[config.mk]
export PLATFORM = sky130hd
export DESIGN_NAME = wb_commit_stage
export DESIGN_NICKNAME = d
export VERILOG_FILES = /design/src/rtl/wb_commit_stage_pkg.sv /design/src/rtl/wb_trace_fifo.sv /design/src/rtl/wb_commit_stage.sv
export SDC_FILE = /design/constraint.sdc
export NUM_CORES = 1
export LEC_CHECK = 0
export ABC_AREA = 1
export BUFFER_PORTS_ARGS = -buffer_cell sky130_fd_sc_hd__buf_2
export CORE_MARGIN = 2
export CORE_UTILIZATION = 30
export DETAILED_ROUTE_END_ITERATION = 6
export PLACE_DENSITY = 0.51
export SYNTH_ARGS = -nofsm -noshare
export SYNTH_HDL_FRONTEND = slang
export SYNTH_HIERARCHICAL = 1
export SYNTH_SLANG_ARGS = --single-unit
[constraint.sdc]
create_clock -name clk -period 6.4 [get_ports clk]
set_clock_uncertainty 0.2 [all_clocks]
set_input_delay 0.64 -clock clk [delete_from_list [all_inputs] [get_ports clk]]
set_output_delay 0.64 -clock clk [all_outputs]
set_load 0.02 [all_outputs]
[src/rtl/wb_commit_stage_pkg.sv]
// Shared definitions for the write-back / commit stage and its trace FIFO.
// Latency: n/a (types and constants only).
// Backpressure: n/a.
package wb_commit_stage_pkg;

  // wb_rhilo encodings for MFHI / MFLO
  localparam logic [1:0] RHILO_HI = 2'b10;
  localparam logic [1:0] RHILO_LO = 2'b01;

  // wb_whilo bit positions
  localparam int WHILO_HI_BIT = 1;
  localparam int WHILO_LO_BIT = 0;

  // Default trace FIFO depth (power of two, >= 2)
  localparam int TRACE_DEPTH_DEF = 4;

  // One retired GPR write as seen by the debug-trace consumer (69 bits)
  typedef struct packed {
    logic [31:0] pc;
    logic [4:0]  wnum;
    logic [31:0] wdata;
  } trace_entry_t;

endpackage

[src/rtl/wb_trace_fifo.sv]
// Circular-buffer FIFO holding retired GPR writes for the debug-trace port.
// Latency: 1 cycle push-to-head (no fall-through); head is a direct read of the rd_ptr slot.
// Backpressure: push is dropped when full unless a pop happens in the same cycle; caller stalls.
// Ports: clk, reset (async, active-high); push/din write side; pop/dout read side;
//        count (0..DEPTH), full, empty status.
module wb_trace_fifo
  import wb_commit_stage_pkg::*;
#(
  parameter int DEPTH = TRACE_DEPTH_DEF,
  parameter int PTR_W = 2
) (
  input  logic             clk,
  input  logic             reset,
  input  logic             push,
  input  trace_entry_t     din,
  input  logic             pop,
  output trace_entry_t     dout,
  output logic [PTR_W:0]   count,
  output logic             full,
  output logic             empty
);

  localparam logic [PTR_W:0]   FULL_CNT = (PTR_W + 1)'(DEPTH);
  localparam logic [PTR_W:0]   CNT_ONE  = (PTR_W + 1)'(1);
  localparam logic [PTR_W-1:0] PTR_ONE  = PTR_W'(1);

  trace_entry_t       mem [DEPTH];
  logic [PTR_W-1:0]   rd_ptr;
  logic [PTR_W-1:0]   wr_ptr;
  logic               do_push;
  logic               do_pop;

  assign full  = (count == FULL_CNT);
  assign empty = (count == '0);

  assign do_pop  = pop & ~empty;
  // A full FIFO still accepts a push when the head leaves in the same cycle.
  assign do_push = push & (~full | do_pop);

  always_ff @(posedge clk or posedge reset) begin
    if (reset) begin
      rd_ptr <= '0;
      wr_ptr <= '0;
      count  <= '0;
    end else begin
      if (do_push) wr_ptr <= wr_ptr + PTR_ONE;
      if (do_pop)  rd_ptr <= rd_ptr + PTR_ONE;
      case ({do_push, do_pop})
        2'b10:   count <= count + CNT_ONE;
        2'b01:   count <= count - CNT_ONE;
        default: count <= count;
      endcase
    end
  end

  // Payload storage is intentionally not reset; count gates its visibility.
  always_ff @(posedge clk) begin
    if (do_push) mem[wr_ptr] <= din;
  end

  assign dout = mem[rd_ptr];

endmodule

[src/rtl/wb_commit_stage.sv]
// Final pipeline stage: selects GPR write data, commits GPR/HI/LO, pushes retired GPR writes to a trace FIFO.
// Latency: GPR write port combinational; HI/LO update at the clock edge; trace entry visible 1 cycle after push.
// Backpressure: wb_stall holds MEM/WB and upstream when a trace push meets a full FIFO with no pop this cycle.
// Ports: clk, reset (async, active-high); wb_* retiring instruction; rf_* GPR write port;
//        hi_q/lo_q architectural HI/LO; wb_stall; trace_valid/trace_ready + debug_wb_* trace head.
// Optional: define WB_RETIRE_CNT_EN to add retire_cnt, a wrapping count of non-bubble retirements.
module wb_commit_stage
  import wb_commit_stage_pkg::*;
#(
  parameter int TRACE_DEPTH = TRACE_DEPTH_DEF,
  parameter int PTR_W       = 2
) (
  input  logic        clk,
  input  logic        reset,
  input  logic [31:0] wb_pc,
  input  logic [31:0] wb_res,
  input  logic [31:0] wb_hi,
  input  logic [31:0] wb_lo,
  input  logic [31:0] wb_rdata,
  input  logic        wb_load,
  input  logic        wb_al,
  input  logic        wb_regwen,
  input  logic [5:0]  wb_wreg,
  input  logic [1:0]  wb_rhilo,
  input  logic [1:0]  wb_whilo,
  output logic        rf_wen,
  output logic [4:0]  rf_waddr,
  output logic [31:0] rf_wdata,
  output logic [31:0] hi_q,
  output logic [31:0] lo_q,
  output logic        wb_stall,
  output logic        trace_valid,
  input  logic        trace_ready,
  output logic [31:0] debug_wb_pc,
  output logic [3:0]  debug_wb_rf_wen,
  output logic [4:0]  debug_wb_rf_wnum,
  output logic [31:0] debug_wb_rf_wdata
`ifdef WB_RETIRE_CNT_EN
  ,
  output logic [31:0] retire_cnt
`endif
);

  logic [31:0]    wdata;
  logic           push_req;
  logic           push;
  logic           pop;
  logic           fifo_full;
  logic           fifo_empty;
  logic [PTR_W:0] fifo_count;
  trace_entry_t   push_entry;
  trace_entry_t   head_entry;

  // Write-data select; MFHI/MFLO read the pre-edge HI/LO.
  always_comb begin
    wdata = wb_res;
    if (wb_load)                  wdata = wb_rdata;
    else if (wb_al)               wdata = wb_pc + 32'd8;
    else if (wb_rhilo == RHILO_HI) wdata = hi_q;
    else if (wb_rhilo == RHILO_LO) wdata = lo_q;
  end

  // r0 writes reach the register file (which drops them) but never the trace.
  assign push_req = wb_regwen & ~wb_wreg[5] & (wb_wreg[4:0] != 5'd0);
  assign pop      = trace_ready & ~fifo_empty;
  assign wb_stall = push_req & fifo_full & ~pop;
  assign push     = push_req & ~wb_stall;

  assign rf_wen   = wb_regwen & ~wb_wreg[5] & ~wb_stall;
  assign rf_waddr = wb_wreg[4:0];
  assign rf_wdata = wdata;

  always_ff @(posedge clk or posedge reset) begin
    if (reset) begin
      hi_q <= '0;
      lo_q <= '0;
    end else if (!wb_stall) begin
      if (wb_whilo[WHILO_HI_BIT]) hi_q <= wb_hi;
      if (wb_whilo[WHILO_LO_BIT]) lo_q <= wb_lo;
    end
  end

`ifdef WB_RETIRE_CNT_EN
  always_ff @(posedge clk or posedge reset) begin
    if (reset) begin
      retire_cnt <= '0;
    end else if (!wb_stall && (wb_regwen || (|wb_whilo))) begin
      retire_cnt <= retire_cnt + 32'd1;
    end
  end
`endif

  assign push_entry = '{pc: wb_pc, wnum: wb_wreg[4:0], wdata: wdata};

  wb_trace_fifo #(
    .DEPTH (TRACE_DEPTH),
    .PTR_W (PTR_W)
  ) u_trace_fifo (
    .clk   (clk),
    .reset (reset),
    .push  (push),
    .din   (push_entry),
    .pop   (pop),
    .dout  (head_entry),
    .count (fifo_count),
    .full  (fifo_full),
    .empty (fifo_empty)
  );

  assign trace_valid       = (fifo_count != '0);
  assign debug_wb_rf_wen   = {4{trace_valid}};
  assign debug_wb_pc       = head_entry.pc;
  assign debug_wb_rf_wnum  = head_entry.wnum;
  assign debug_wb_rf_wdata = head_entry.wdata;

endmodule

# Yosys cells after proc, flatten, opt, wreduce, memory -nomap -nowiden
# Memories as Yosys holds them, arrays and structs flattened.
# Cells that the tools add are included.
# word_totals
romBits	0
latch_bits	0
ram_bits	276
inputBits	176
out_inout_bits	177
memories	1
ff_bits	71
elab_cells	44
# op_classes
order_cmp	0
reduce_logical	6
eq_ne	5
shifts	0
n_mul	0
bitwise	15
div	0
n_addsub	5
n_mux	7
# mem_list
name	words	word_bits	rd	rd_clocked_by_memory_dff	wr	line	rtl
u_trace_fifo.mem	4	69	1	0	1	wb_trace_fifo.sv:27	trace_entry_t mem [DEPTH];
# ops
cell	count
32-bit two-way mux	4
32-bit by 4-bit adder with 32-bit output (second input constant)	1
1-bit AND	9
3-bit one-hot mux with 2 select lines	1
1-bit NOT	5
5-bit nonzero test	1
2-bit by 1-bit adder with 2-bit output (second input constant)	2
2-bit by 1-bit equality test with 1-bit output (second input constant)	2
2-bit equality test (second input constant)	2
2-bit AND reduction	2
3-bit by 1-bit adder with 3-bit output (second input constant)	1
3-bit equality test (second input constant)	1
3-bit zero test	1
3-bit nonzero test	1
3-bit by 1-bit subtractor with 3-bit output (second input constant)	1
1-bit two-way mux	2
2-bit nonzero test	1
1-bit bitwise OR	1

# Longest topological paths before layout
# depth
ltp_word	10
ltp_mapped	18
ltp_nobuf	17

# Cells and area by module
# The synthesis kept the hierarchy.
# by_module_without_submodules
mod	instances	area_each_um2	seq_area_each_um2	cells_per_inst
wb_trace_fifo	1	10918.0	8463.1	801
wb_commit_stage	1	4931.0	1601.5	756

# Least setup slack after synthesis
# OpenSTA, ideal clock, no wires.
# synth_path
kind	input -> register
from	input wb_wreg[3]
to	memory u_trace_fifo/mem[0][0] (netlist bit) (enable)
cell_stages	10
setup_time_ns	0.497
n_path_buf	1
setup_slack_ns	1.298
arrival_ns	4.406
required_ns	5.703
cell_sequence	nor3_1 nand2_1 nand3_1 inv_2 nand3_2 buf_2 nand2_1 inv_1 nand2_1 nor2_1
# synth_between
elab_chain_len	9
# synth_rtl
element	line	rtl
start: declaration	wb_commit_stage.sv:23	input logic [5:0] wb_wreg,
5-bit nonzero test *	wb_commit_stage.sv:64	assign push_req = wb_regwen & ~wb_wreg[5] & (wb_wreg[4:0] != 5'd0);
1-bit AND *	wb_commit_stage.sv:64	
1-bit AND (2 in a row)	wb_commit_stage.sv:66	assign wb_stall = push_req & fifo_full & ~pop;
1-bit NOT (no line)	-	
1-bit AND *	wb_commit_stage.sv:67	assign push = push_req & ~wb_stall;
named net push	wb_commit_stage.sv:46	logic push;
1-bit AND *	wb_trace_fifo.sv:38	assign do_push = push & (~full | do_pop);
1-bit two-way mux *	wb_trace_fifo.sv:58	if (do_push) mem[wr_ptr] <= din;
1-bit two-way mux (not written as such) *	wb_trace_fifo.sv:58	
end: declaration	wb_trace_fifo.sv:27	
# The timed path passes the listed nets; every way through them passes the cells marked *.

# Worst setup path after layout
# layout_path
from	register u_trace_fifo.rd_ptr[0]
to	output debug_wb_pc[4]
# layout_between
elab_chain_len	1
# layout_rtl
element	line	rtl
start: declaration	wb_trace_fifo.sv:28	logic [PTR_W-1:0] rd_ptr;
start signal: assignment	wb_trace_fifo.sv:47	if (do_pop) rd_ptr <= rd_ptr + PTR_ONE;
memory 4 x 69 bit	-	
end: declaration	wb_commit_stage.sv:34	output logic [31:0] debug_wb_pc,
# Every way passes these cells.

==> out/metrics.yaml <==
power_and_ir_drop:
  power.leakage_nw: 7.85
  power_density_nw_per_um2: 393
  vdd_drop_max_uv: 218
hold_path:
  worstHoldPathCells: 3
  min_from: "wb_lo[3]"
  hold_path_class: "in2reg"
  worstHoldEndpoint: "lo_q[3]"
worst_setup_path:
  cp_max_fo: 93
  ff2ff_setup_slack_ns: 2.97
  arrival_ns: 3.50
  ff2ff_path_depth: 11
  end_kind: "primary output"
  r2r_end: "u_trace_fifo/mem[2][43]"
  criticalPathCategory: "reg2out"
  required_ns: 5.56
  start_kind: "register"
  rr_startpoint: "u_trace_fifo/count[0]"
cts:
  clkSinkCount: 347
  cts_inserted_buffers: 39
  htreeDepth: 2
  post_cts_buffers: 0
  cts_resized: 0
  insertion_delay_ns: 0.56
  cts_tree: "yes"
  cts_root_buf: "clkbuf_16"
  clock_path_buffers: 3
  clk_pin_slew_ns: 0.06
route:
  drc: 0
  vias_per_cell: 4.80
  drt_iter0_markers: 976
  vias: 12400
  drt_pass1_iterations: 5
  drt_wl_total_um: 54300
  wire_per_inst_um: 21.0
  ant_nets: 0
finish:
  drive_above_1_share_pct: 25.0
  syn2layout_area_growth_pct: 21.3
  final_util_pct: 36.7
  multi_input_area_um2: 4950
  n_fill_cell: 5253
  fin_nets: 2043
  seqCellArea_um2: 10100
global_route:
  grt_first_pass_wirelength_um: 77000
  grt-ovfl-total: 0
  antenna_found_initial: 26
  grtUsageTotal_pct: 19.4
  grt_pass1_vias: 11400
  grt_max_degree: 97
sta:
  hold_viol: 0
  fin_crit_sh_pct: 67.9
  layout_min_cycle_time_ns: 4.35
  setup_viol: 0
  max_slew_margin_pct: 20.9
  timing.final.max_slew_violations: 0
  grt_setup_unrepaired: "no"
  worstMarginPinSlew_ns: 1.18
  tns_ns: 0
  max_freq_ghz: 0.230
logic_synthesis:
  synth.distinct_cells: 39
  synth_edf_count: 276
  ys_ff_latch: 347
  synth-seq-area-share_pct: 63.5
  yosys.area.top_type_share_pct: 52.3
  async_reset_ff_share_pct: 20.5
  ys.flop_type: "edfxtp_1"
  synth.largest_area_cell: "edfxtp_1"
  synthesis.area_um2: 15800
  ys.warnings.count: 6
  netlist_top_cells_area: "edfxtp_1, dfrtp_1, nor2_1, nand2_1, nand3_1"
  post_synth.cell_area_avg_um2: 10.2
  synthCells: 1557
  syn_nets: 1740
placed_design:
  portBuffers: 352
  dp_hpwl_um: 38600
  gp_congestion: 0.842
run_status:
  outcome: "finished clean"
die:
  core_area_um2: 52400
  die_w_um: 234
  rows: 84
  initial_utilization_pct: 30.2
  die_area_um2: 54700
  die_h_um: 234
  io_pins: 353
job:
  maxCapViolCount: 0
[sequential cells by signal, indices dropped and copies added (netlist names)]
name / cells
hi_q: 32
lo_q: 32
u_trace_fifo/count: 3
u_trace_fifo/mem: 276
u_trace_fifo/rd_ptr: 2
u_trace_fifo/wr_ptr: 2
[metal layers]
layer / routed length [um] / vias up / part of all wire, % / global-route usage (%)
met3: 4200 / 101 / 7.7 / 5.54
li1: - / 5979 / - / -
met5: 220 / - / 0.41 / 0
met2: 24000 / 414 / 44 / 29.1
met4: 1670 / 34 / 3.1 / 6.23
met1: 24200 / 5860 / 45 / 27.0
[cell usage after synthesis, types with 27 or more instances]
cell type,count
a31oi_1,27
edfxtp_1,276
buf_2,35
inv_1,50
o21ai_0,90
dfrtp_1,71
a21oi_1,32
nand2_1,250
clkbuf_1,29
nor2_1,274
o21ai_1,126
nand3_1,161
[area by class of cell]
type | instances | share of cell area (%)
Clock buffer | 49 | 5.49
Inverter | 56 | 1.12
Antenna cell | 7 | 0.0911
Tap cell | 688 | 4.48
Sequential cell | 347 | 52.4
Multi-Input combinational cell | 1049 | 25.7
Timing Repair Buffer | 367 | 9.89
Clock inverter | 18 | 0.833
[where the power goes]
part | leakage, nW | total [W] | switching [W] | internal, W
Combinational | 3.90 | 0.00250 | 0.00178 | 0.000717
Sequential | 3.36 | 0.00291 | 0.000193 | 0.00271
Clock | 0.591 | 0.00216 | 0.000875 | 0.00128
[layout by cell type (no fill, tap or decap), types with 5 or more instances in the layout]
cell,netlist,routed
nand2_1,250,250
clkinv_1,1,10
or2_2,5,5
o21ai_1,126,126
or2_0,14,14
nor2_1,274,270
nand3_1,161,161
buf_4,20,12
nor2_4,4,8
dfrtp_1,71,70
diode_2,0,7
clkbuf_1,29,8
inv_1,50,49
o211ai_1,13,13
buf_2,35,352
clkbuf_16,0,41
nor2_2,11,11
edfxtp_1,276,276
a31oi_1,27,27
nand2_2,11,11
a21oi_1,32,32
ha_1,6,6
o21ai_0,90,90
a21oi_2,5,5
[how the worst max path moves through the flow]
| stage | start | endpoint | slack, ns | cells after the start |
|---|---|---|---|---|
| 2_1_floorplan | wb_wreg[3] | u_trace_fifo/mem[0][0] | 1.30 | 10 |
| 3_3_place_gp | wb_al | rf_wdata[6] | 2.44 | 6 |
| 3_5_place_dp | wb_al | rf_wdata[6] | 2.37 | 6 |
| 4_1_cts | u_trace_fifo/rd_ptr[0] | debug_wb_pc[12] | 1.96 | 5 |
| 5_1_grt | u_trace_fifo/rd_ptr[0] | debug_wb_pc[4] | 1.82 | 5 |
| 6_report | u_trace_fifo/rd_ptr[0] | debug_wb_pc[4] | 2.06 | 5 |
[cell families (layout without fill, tap and decap cells)]
group	after synthesis	after routing	synth area share, %
other	0	7	0
buffers and inverters	161	490	5.45
xor gates and xnor gates	1	1	0.0553
adders and majority gates	7	7	0.600
DFF	347	347	63.5
and+or+nand+nor	745	745	20.5
AOI/OAI and AO/OA	296	296	9.93
[through the flow]
step	total power [W]	instance area (um2)	instances	hold WS, ns	setup slack, ns
2_1_floorplan	0.00465	15800	1557	0.243	1.30
6_report	0.00756	19200	2581	0.108	2.06
3_3_place_gp	0.00548	18000	2506	0.296	2.44
3_5_place_dp	0.00550	18000	2506	0.290	2.37
5_1_grt	0.00798	19200	2576	0.105	1.82
4_1_cts	0.00767	19200	2574	0.0808	1.96
[repair_timing]
item / in CTS / in global routing
setup endpoints to repair: 0 / 0
hold buffers: 1 / 0
endpoints found under the hold margin: 7 / 0
[critical path: stages, from the launching register on]
cell	delay [ns]
dfrtp_4	0.79
inv_4	0.86
buf_4	0.58
o21ai_0	0.14
o21ai_1	0.33
buf_2	0.23
Note: power is estimated with default switching activity, not from simulation.
